`src/rtl/mem_port_arbiter_pkg.sv`:
```
// Shared types for the unified memory-port arbiter: requester identity and FSM states.
package mem_port_arbiter_pkg;

    typedef enum logic {
        MEM_OWNER__FETCH = 1'b0,
        MEM_OWNER__DATA  = 1'b1
    } mem_owner_t;

    typedef enum logic [1:0] {
        MEM_ARB__IDLE = 2'd0,
        MEM_ARB__WAIT = 2'd1,
        MEM_ARB__RESP = 2'd2
    } mem_arb_state_t;

endpackage

```
`src/rtl/mem_arb_pick.sv`:
```
// Combinational two-way pick between fetch and data requesters.
module mem_arb_pick
    import mem_port_arbiter_pkg::*;
#(
    parameter int DATA_PRIORITY = 0
) (
    input  logic       i_valid,
    input  logic       d_valid,
    input  mem_owner_t last_owner,
    output mem_owner_t winner,
    output logic [1:0] grant
);

    always_comb begin
        winner = MEM_OWNER__FETCH;
        if (i_valid && d_valid) begin
            // On a tie the requester that did not win last time goes next.
            winner = ((DATA_PRIORITY != 0) || (last_owner == MEM_OWNER__FETCH))
                     ? MEM_OWNER__DATA : MEM_OWNER__FETCH;
        end else if (d_valid) begin
            winner = MEM_OWNER__DATA;
        end

        grant = 2'b00;
        if (i_valid || d_valid) begin
            grant = (winner == MEM_OWNER__DATA) ? 2'b10 : 2'b01;
        end
    end

endmodule

```
`src/rtl/mem_port_arbiter.sv`:
```
// Shares one synchronous-read memory port between instruction fetch and load/store,
// one transaction in flight, response returned MEM_LATENCY cycles after accept.
module mem_port_arbiter
    import mem_port_arbiter_pkg::*;
#(
    parameter int ADDR_WIDTH    = 32,
    parameter int DATA_WIDTH    = 32,
    parameter int MEM_LATENCY   = 1,
    parameter int DATA_PRIORITY = 0
) (
    input  logic                  clk,
    input  logic                  reset,
    input  logic                  i_req_valid,
    output logic                  i_req_ready,
    input  logic [ADDR_WIDTH-1:0] i_req_addr,
    output logic                  i_rsp_valid,
    output logic [DATA_WIDTH-1:0] i_rsp_data,
    input  logic                  d_req_valid,
    output logic                  d_req_ready,
    input  logic [ADDR_WIDTH-1:0] d_req_addr,
    input  logic                  d_req_we,
    input  logic [DATA_WIDTH-1:0] d_req_wdata,
    output logic                  d_rsp_valid,
    output logic [DATA_WIDTH-1:0] d_rsp_data,
    output logic [ADDR_WIDTH-1:0] mem_a,
    output logic [DATA_WIDTH-1:0] mem_wd,
    output logic                  mem_we,
    input  logic [DATA_WIDTH-1:0] mem_rd,
    output logic                  busy,
    output logic                  grant_owner
);

    localparam logic [2:0] CNT_LOAD = 3'(MEM_LATENCY - 1);

    mem_arb_state_t        state_p0, state_nxt;
    logic [2:0]            cnt_p0;
    mem_owner_t            owner_p0, last_p0, winner;
    logic                  we_p0;
    logic [ADDR_WIDTH-1:0] addr_p0;
    logic [DATA_WIDTH-1:0] wd_p0, i_data_p0, d_data_p0, rsp_word;
    logic [1:0]            grant;
    logic                  can_accept, accept, win_data;

    mem_arb_pick #(.DATA_PRIORITY(DATA_PRIORITY)) u_pick (
        .i_valid    (i_req_valid),
        .d_valid    (d_req_valid),
        .last_owner (last_p0),
        .winner     (winner),
        .grant      (grant)
    );

    // Gating with reset keeps every ready and mem_we low while reset is held.
    assign can_accept = reset && ((state_p0 == MEM_ARB__IDLE) || (state_p0 == MEM_ARB__RESP));
    assign accept     = can_accept && (grant != 2'b00);
    assign win_data   = (winner == MEM_OWNER__DATA);

    always_comb begin
        state_nxt = state_p0;
        unique case (state_p0)
            MEM_ARB__IDLE, MEM_ARB__RESP:
                state_nxt = accept ? ((MEM_LATENCY == 1) ? MEM_ARB__RESP : MEM_ARB__WAIT)
                                   : MEM_ARB__IDLE;
            MEM_ARB__WAIT:
                if (cnt_p0 == 3'd1) state_nxt = MEM_ARB__RESP;
            default:
                state_nxt = MEM_ARB__IDLE;
        endcase
    end

    // Stage p0: FSM state, latency counter and the accepted transaction.
    always_ff @(posedge clk or negedge reset) begin
        if (!reset) begin
            state_p0  <= MEM_ARB__IDLE;
            cnt_p0    <= 3'd0;
            owner_p0  <= MEM_OWNER__FETCH;
            last_p0   <= MEM_OWNER__DATA;
            we_p0     <= 1'b0;
            addr_p0   <= '0;
            wd_p0     <= '0;
            i_data_p0 <= '0;
            d_data_p0 <= '0;
        end else begin
            state_p0 <= state_nxt;
            if (accept) begin
                cnt_p0   <= CNT_LOAD;
                owner_p0 <= winner;
                last_p0  <= winner;
                we_p0    <= win_data && d_req_we;
                addr_p0  <= win_data ? d_req_addr : i_req_addr;
                if (win_data) wd_p0 <= d_req_wdata;
            end else if (state_p0 == MEM_ARB__WAIT) begin
                cnt_p0 <= cnt_p0 - 3'd1;
            end
            if (state_p0 == MEM_ARB__RESP) begin
                if (owner_p0 == MEM_OWNER__FETCH) i_data_p0 <= rsp_word;
                else                              d_data_p0 <= rsp_word;
            end
        end
    end

    always_comb begin
        rsp_word    = we_p0 ? '0 : mem_rd;
        i_req_ready = can_accept && grant[0];
        d_req_ready = can_accept && grant[1];
        i_rsp_valid = (state_p0 == MEM_ARB__RESP) && (owner_p0 == MEM_OWNER__FETCH);
        d_rsp_valid = (state_p0 == MEM_ARB__RESP) && (owner_p0 == MEM_OWNER__DATA);
        i_rsp_data  = i_rsp_valid ? rsp_word : i_data_p0;
        d_rsp_data  = d_rsp_valid ? rsp_word : d_data_p0;
        mem_a       = accept ? (win_data ? d_req_addr : i_req_addr) : addr_p0;
        mem_wd      = (accept && win_data) ? d_req_wdata : wd_p0;
        mem_we      = accept && win_data && d_req_we;
        busy        = (state_p0 != MEM_ARB__IDLE);
        grant_owner = owner_p0;
    end

endmodule

```
`config.mk`:
```
export PLATFORM = sky130hd
export DESIGN_NAME = mem_port_arbiter
export DESIGN_NICKNAME = d
export VERILOG_FILES = /design/src/rtl/mem_port_arbiter_pkg.sv /design/src/rtl/mem_arb_pick.sv /design/src/rtl/mem_port_arbiter.sv
export SDC_FILE = /design/constraint.sdc
export NUM_CORES = 1
export LEC_CHECK = 0
export BUFFER_PORTS_ARGS = -buffer_cell sky130_fd_sc_hd__buf_2
export CAP_MARGIN = 20
export CORE_MARGIN = 10
export CORE_UTILIZATION = 43
export DETAILED_ROUTE_END_ITERATION = 10
export PLACE_DENSITY_LB_ADDON = 0.3
export SYNTH_ARGS = -nofsm -noshare
export SYNTH_HDL_FRONTEND = slang
export SYNTH_HIERARCHICAL = 1
export SYNTH_SLANG_ARGS = --single-unit
export TNS_END_PERCENT = 50
```
`constraint.sdc`:
```
create_clock -name clk -period 1.57 [get_ports clk]
set_input_delay 0.157 -clock clk [delete_from_list [all_inputs] [get_ports clk]]
set_output_delay 0.157 -clock clk [all_outputs]
set_load 0.005 [all_outputs]
```
==> summary.txt, run 1 <==
Outcome
  • Outcome: complete, but fails checks
  • Failing checks: negative setup slack

Synthesis
  • Syn_area_per_cell: 15.2 sq um
  • Synth warn: 6
  • Syn Inst Count: 400
  • Post-synthesis adder-cell area fraction: 0%
  • Library cells used by synthesis: 19
  • Syn Nets: 533
  • Cell Area, Synth: 6080 sq um
  • Largest family of logic cells by synthesized area: multiplexers
  • Mux cell area share after synthesis: between 30% and 40%
  • Compound-Gate Fraction of Synth Area: 1.11%
  • Simple-gate portion of the synthesized area: 3.87%
  • Share of the yosys chip area belonging to registers: 54.4%
  • Post-Synth XOR/XNOR Area: 0%
  • Yosys reg bits: 132

Clock network
  • Reg clk slew, reported paths: about 0.05 ns
  • CTS Buffer Depth: 2
  • CTS buffer count: 17
  • CTS root buf: clkbuf_16
  • H-tree depth: 4
  • CTS tree: yes
  • Clock Sink Count: 132
  • Worst-Skew Late Latency: ~0.42 ns

Drt
  • DR vias/cell: 5.04
  • Initial DRC Count: 184
  • WL final: 22.4 mm
  • Routed len/inst: 23.6 microns
  • Vias: between 4,000 and 5,000
  • Remaining antenna violation count: 0
  • Drt drc: 0
  • DR pass1 iterations: 4

Setup path
  • Startpoint class of the critical path: flop
  • Crit Path Class: reg2out
  • Worst R2R Setup Slack: -0.39 ns
  • CP max FO: 12
  • Reg2reg start: last_p0
  • FF-to-FF End: wd_p0[25]
  • CP arrival: 2.14 ns
  • Worst setup EP type: output port
  • WP data required: 1.41 ns
  • R2r worst-path depth: 6

Placed design
  • Post-DP HPWL: 12.7 mm
  • Post-place setup slack: -0.310 ns
  • GPL Wtd Cong: 0.787
  • # port buffers: 267

Global route
  • Vias in the first global route: 5,562
  • First-pass GRT wire length: roughly 32 mm
  • Grt ovf: 0
  • Top Usage Layer GRT: met2
  • Largest net degree at the start of global routing: about 130
  • Met1 usage: 22.1%
  • GRT Overall Usage: 21.0%
  • M2 GR Usage: roughly 38%
  • GR Util met3: 7.47%
  • Initial antenna violation count: 1

STA
  • Final Worst Setup Slack: -0.726 ns
  • Final TNS setup: -80.55 ns
  • Slew HR: 59.6%
  • Max Clock Skew: 0.0165 ns
  • Slew Viols, Final: 0
  • Crit share post-route: 146%
  • Least-Margin Pin Slew: 0.606 ns
  • Fin. Hold Viols: 0
  • RSZ-0062 raised after global routing: true
  • Max Clk Rate: 436 MHz
  • Setup Viol. Count Final: 197
  • Crit path time final: 2.30 ns
  • Hold slack: 0.00945 ns

Worst hold path
  • HP Start: d_req_wdata[14]
  • Worst Hold Depth: 2
  • Worst hold path type: in2reg
  • Hold Path End: wd_p0[14]

Die
  • DIE AREA: 19,300 sq um
  • Row count: 43
  • Initial core utilization: 43.8%
  • Die height: 139 microns
  • IO Pins: 268
  • Die X: approximately 140 microns
  • Core ar.: between 10,000 and 15,000 sq um

Power
  • Comb pwr share: 45.1%
  • LEAKAGE: around 5.3 nW
  • Internal Power: 0.0118 W
  • Sw frac: 27.4%
  • Sequential share of power: between 30% and 40%
  • Final Power: 0.0163 W
  • Sw Pwr: between 0.004 and 0.005 W
  • Clock Power Share: 23.4%
  • Cell Pwr Density: 1560 nW/um^2
  • Peak supply drop: 0.000782 V

Final layout
  • Post-route core utilization: about three quarters
  • Most frequent cells in the layout: 149 x buf_2, 129 x dfrtp_1, 129 x buf_6, 120 x mux2_4, 72 x mux2_2
  • Leading cell type in the layout, fill and taps excluded: buf_2
  • Area delta synth->final: 71.9%
  • Share of cells above drive strength 1: between 70% and 80%
  • Nets: 891

Run
  • Max Cap Viol: 0
## Yosys cell counts (all sizes together)
cell    instances  area [sq um]
a21boi          3          22.5
and2            2          12.5
and2b           7          52.6
buf            22           179
clkbuf          3          11.3
dfrtp         131          3280
dfstp           1          26.3
inv             6          22.5
mux2          192          2260
nand2           1          3.75
nor2            1          3.75
nor2b          26           163
o211ai          1          21.3
o21a            1          7.51
o21ai           2          10.0
o22ai           1          6.26
## power by group through the flow
stage / clock network [W] / registers, W / logic, W
3_5_place_dp: 0 / 0.00505 / 0.00438
6_report: 0.00381 / 0.00511 / 0.00734
3_3_place_gp: 0 / 0.00499 / 0.00427
2_1_floorplan: 0 / 0.00488 / 0.00243
5_1_grt: 0.00402 / 0.00522 / 0.00775
4_1_cts: 0.00384 / 0.00505 / 0.00661
## worst max-delay path by stage
stage             from  depth (start not counted)  slack, ns    endpoint
2_1_floorplan  last_p0                          6       -0.1   mem_a[10]
3_3_place_gp   last_p0                          5      -0.27   mem_wd[6]
3_5_place_dp   last_p0                          5      -0.31   mem_wd[8]
4_1_cts        last_p0                          8      -0.74  mem_wd[26]
5_1_grt        last_p0                          8      -0.82   mem_wd[1]
6_report       last_p0                          8      -0.73   mem_wd[1]
## kinds of logic after synthesis
group | count (synthesis)
AOI/OAI and AO/OA | 8
buffers and inverters | 31
DFF | 132
muxes | 192
and+or+nand+nor | 37
## stage by stage
stage / cells / instance area [sq um]
5_1_grt: 949 / 10400
2_1_floorplan: 400 / 6150
3_5_place_dp: 844 / 7820
6_report: 951 / 10500
4_1_cts: 935 / 10000
3_3_place_gp: 844 / 7820
## sequential cells by signal (all words and copies together), names as in the netlist
name / cells
grant_owner: 1
i_data_p0: 32
wd_p0: 32
state_p0: 1
we_p0: 1
last_p0: 1
d_data_p0: 32
addr_p0: 32
## per-layer routing
| metal | routed length (microns) | vias to the layer above |
|---|---|---|
| li1 | - | 2132 |
| met1 | 8170 | 2435 |
| met2 | 12200 | 198 |
| met3 | 1620 | 27 |
| met4 | 420 | 0 |
| met5 | 0 | - |
## critical path: stages, from the launching register on
cell      delay [ns]
dfstp_2         0.60
inv_2           0.05
a21boi_2        0.15
buf_4           0.14
o211ai_4        0.10
buf_6           0.14
buf_12          0.14
mux2_2          0.29
buf_6           0.12
## cell type report
| class | instances | area [sq um] |
|---|---|---|
| repair buffers | 364 | 3360 |
| diodes | 2 | 5.00 |
| well taps | 180 | 225 |
| flip-flops and latches | 132 | 3310 |
| clock inverters | 3 | 42.5 |
| inverters | 6 | 22.5 |
| multi-input cells | 237 | 2970 |
| clock buffers | 27 | 523 |
| fillers | 798 | 3430 |
## what timing repair did
action,CTS,global route
gates resized for setup,169,63
endpoints found under the setup margin,199,202
pin swaps,4,3
cloned,12,5
hold endpoints to repair,154,0
hold buffers,23,0
setup buffers,26,11
Note: power is estimated with default switching activity, not from simulation.
==> run 2: changes to the inputs <==
--- a/config.mk
+++ b/config.mk
@@ -5,10 +5,11 @@
 export SDC_FILE = /design/constraint.sdc
 export NUM_CORES = 1
 export LEC_CHECK = 0
+export ABC_CLOCK_PERIOD_IN_PS = 1570
 export BUFFER_PORTS_ARGS = -buffer_cell sky130_fd_sc_hd__buf_2
 export CAP_MARGIN = 20
 export CORE_MARGIN = 10
-export CORE_UTILIZATION = 43
+export CORE_UTILIZATION = 25
 export DETAILED_ROUTE_END_ITERATION = 10
 export PLACE_DENSITY_LB_ADDON = 0.3
 export SYNTH_ARGS = -nofsm -noshare
==> summary.txt, run 2 (same netlist as run 1, synthesis figures left out) <==
Final layout
  • Leading cell type in the layout, fill and taps excluded: buf_2
  • Post-route insts no fill: 1,094
  • Fill cells: 2,240
  • Area delta synth->final: 72.1%
  • Nets: around 890
  • Most frequent cells in the layout: 161 x buf_2, 129 x dfrtp_1, 116 x mux2_4, 111 x buf_6, 72 x mux2_2
  • Share of cells above drive strength 1: around 73%

Drt
  • Drt drc: 0
  • DR pass1 iterations: 4
  • Met1 Wirelength: 8.37 mm
  • WL final: 20.2 mm
  • WL met3: roughly 1.5 mm
  • Routed len/inst: around 18 microns
  • Vias: ~4,600
  • DR vias/cell: 4.16
  • Remaining antenna violation count: 0
  • Metal2 WL: 10.1 mm
  • Top Layer Used: met4
  • Initial DRC Count: 184

Clock network
  • CTS tree: yes
  • CTS Buffer Depth: 2
  • H-tree depth: 4
  • Reg clk slew, reported paths: ~0.060 ns
  • CTS buffer count: 17
  • Worst-Skew Late Latency: 0.41 ns
  • Clock Sink Count: 132
  • CTS root buf: clkbuf_16

STA
  • Final Worst Setup Slack: -0.692 ns
  • Setup Viol. Count Final: just under 200
  • Max Clock Skew: approximately 0.0084 ns
  • Slew Viols, Final: 0
  • Crit path time final: 2.26 ns
  • Least-Margin Pin Slew: between 0.9 and 1 ns
  • Max Clk Rate: ~440 MHz
  • RSZ-0062 raised after global routing: true
  • Slew HR: 35.5%
  • Fin. Hold Viols: 5
  • Final TNS setup: -76.71 ns
  • Crit share post-route: 144%
  • Hold slack: -0.00396 ns

Die
  • Row count: 57
  • DIE AREA: 31,000 sq um
  • Initial core utilization: between 20% and 30%
  • Die X: 176 microns
  • Core ar.: 24,100 sq um
  • IO Pins: 268
  • Die height: 176 microns

Worst hold path
  • Worst hold path type: in2async

Setup path
  • Crit Path Class: reg2out
  • CP arrival: 2.10 ns
  • CP max FO: 18
  • WP data required: between 1 and 1.5 ns
  • Worst setup EP type: output port
  • Startpoint class of the critical path: flop

Power
  • LEAKAGE: 5.18 nW
  • Peak supply drop: approximately 0.0006 V
  • Cell Pwr Density: 1510 nW/um^2
  • Final Power: 0.0158 W

Global route
  • Largest net degree at the start of global routing: 74
  • Vias in the first global route: 5,186
  • GRT Overall Usage: 12.5%
  • Grt ovf: 0
  • First-pass GRT wire length: 30.3 mm
  • Initial antenna violation count: 2

Placed design
  • Placed insts: 987
  • GPL Wtd Cong: ~0.71
  • # port buffers: 267
  • Post-DP HPWL: 13.1 mm

Outcome
  • Failing checks: negative hold slack, negative setup slack
  • Outcome: complete, but fails checks

Run
  • Max Cap Viol: 0
-- run 2: cell types whose count changed in the layout (fill, tap and decap cells not counted), sizes merged, moves of 2 or more --
cell,change
buf,-9
clkbuf,-11
clkinv,+4
clkinvlp,+2
dlygate4sd3,+10
inv,+5
-- run 2: area by class of cell --
class / instances / area, sq um / share of cell area, %
inverters: 6 / 22.5 / 0.215
multi-input cells: 237 / 2960 / 28.3
clock inverters: 14 / 128 / 1.22
clock buffers: 18 / 439 / 4.20
repair buffers: 362 / 3200 / 30.6
diodes: 1 / 2.50 / 0.0239
flip-flops and latches: 132 / 3310 / 31.6
well taps: 324 / 405 / 3.87
-- run 2: layer usage --
layer  GRT usage (%)  vias up
met5               0        -
met4            2.65        0
met3            5.32       10
met2            21.3      146
met1            14.3     2282
li1                -     2114
-- run 2: worst paths after layout --
path | startpoint | end | slack, ns | depth (start not counted)
max | last_p0 | mem_wd[17] | -0.69 | 7
min in group clk | d_req_wdata[17] | wd_p0[17] | 0.02 | 2
max reg2reg | last_p0 | wd_p0[14] | -0.47 | 8
min reg2reg | addr_p0[8] | addr_p0[8] | 0.49 | 1
max in group asynchronous | reset | wd_p0[25] | 0.44 | 4
min | reset | addr_p0[12] | -0.004 | 2
-- run 2: worst max-delay path: stages (launching register included) --
cell and delay, ns:
dfstp_2 0.58, inv_2 0.05, a21boi_2 0.16, buf_4 0.14, o211ai_4 0.12, buf_12 0.19
mux2_4 0.31, buf_6 0.12
-- run 2: repair_timing --
action                                  in CTS  in global routing
pin swaps                                    2                  1
endpoints found under the setup margin     199                200
setup buffers                               19                 11
gates resized for setup                    159                 46
cloned                                      10                  2
endpoints found under the hold margin       39                  1
hold buffers                                31                  1
-- run 2: report_power, final --
group	switching [W]	internal [W]	total, W	leakage (nW)
registers	0.000411	0.00460	0.00501	1.58
logic	0.00235	0.00461	0.00696	3.33
clock network	0.00162	0.00224	0.00386	0.275
-- run 2: per-stage QoR --
step	setup WS [ns]	area [sq um]	util [%]	hold WS, ns
after floorplan	-0.0989	6150	-	-0.139
after global placement	-0.302	7980	33.1	0.118
after detailed placement	-0.326	7980	33.1	0.112
after CTS	-0.699	10100	41.7	0.00185
after global routing	-0.786	10500	43.4	0.00925
final	-0.692	10500	43.4	-0.00396
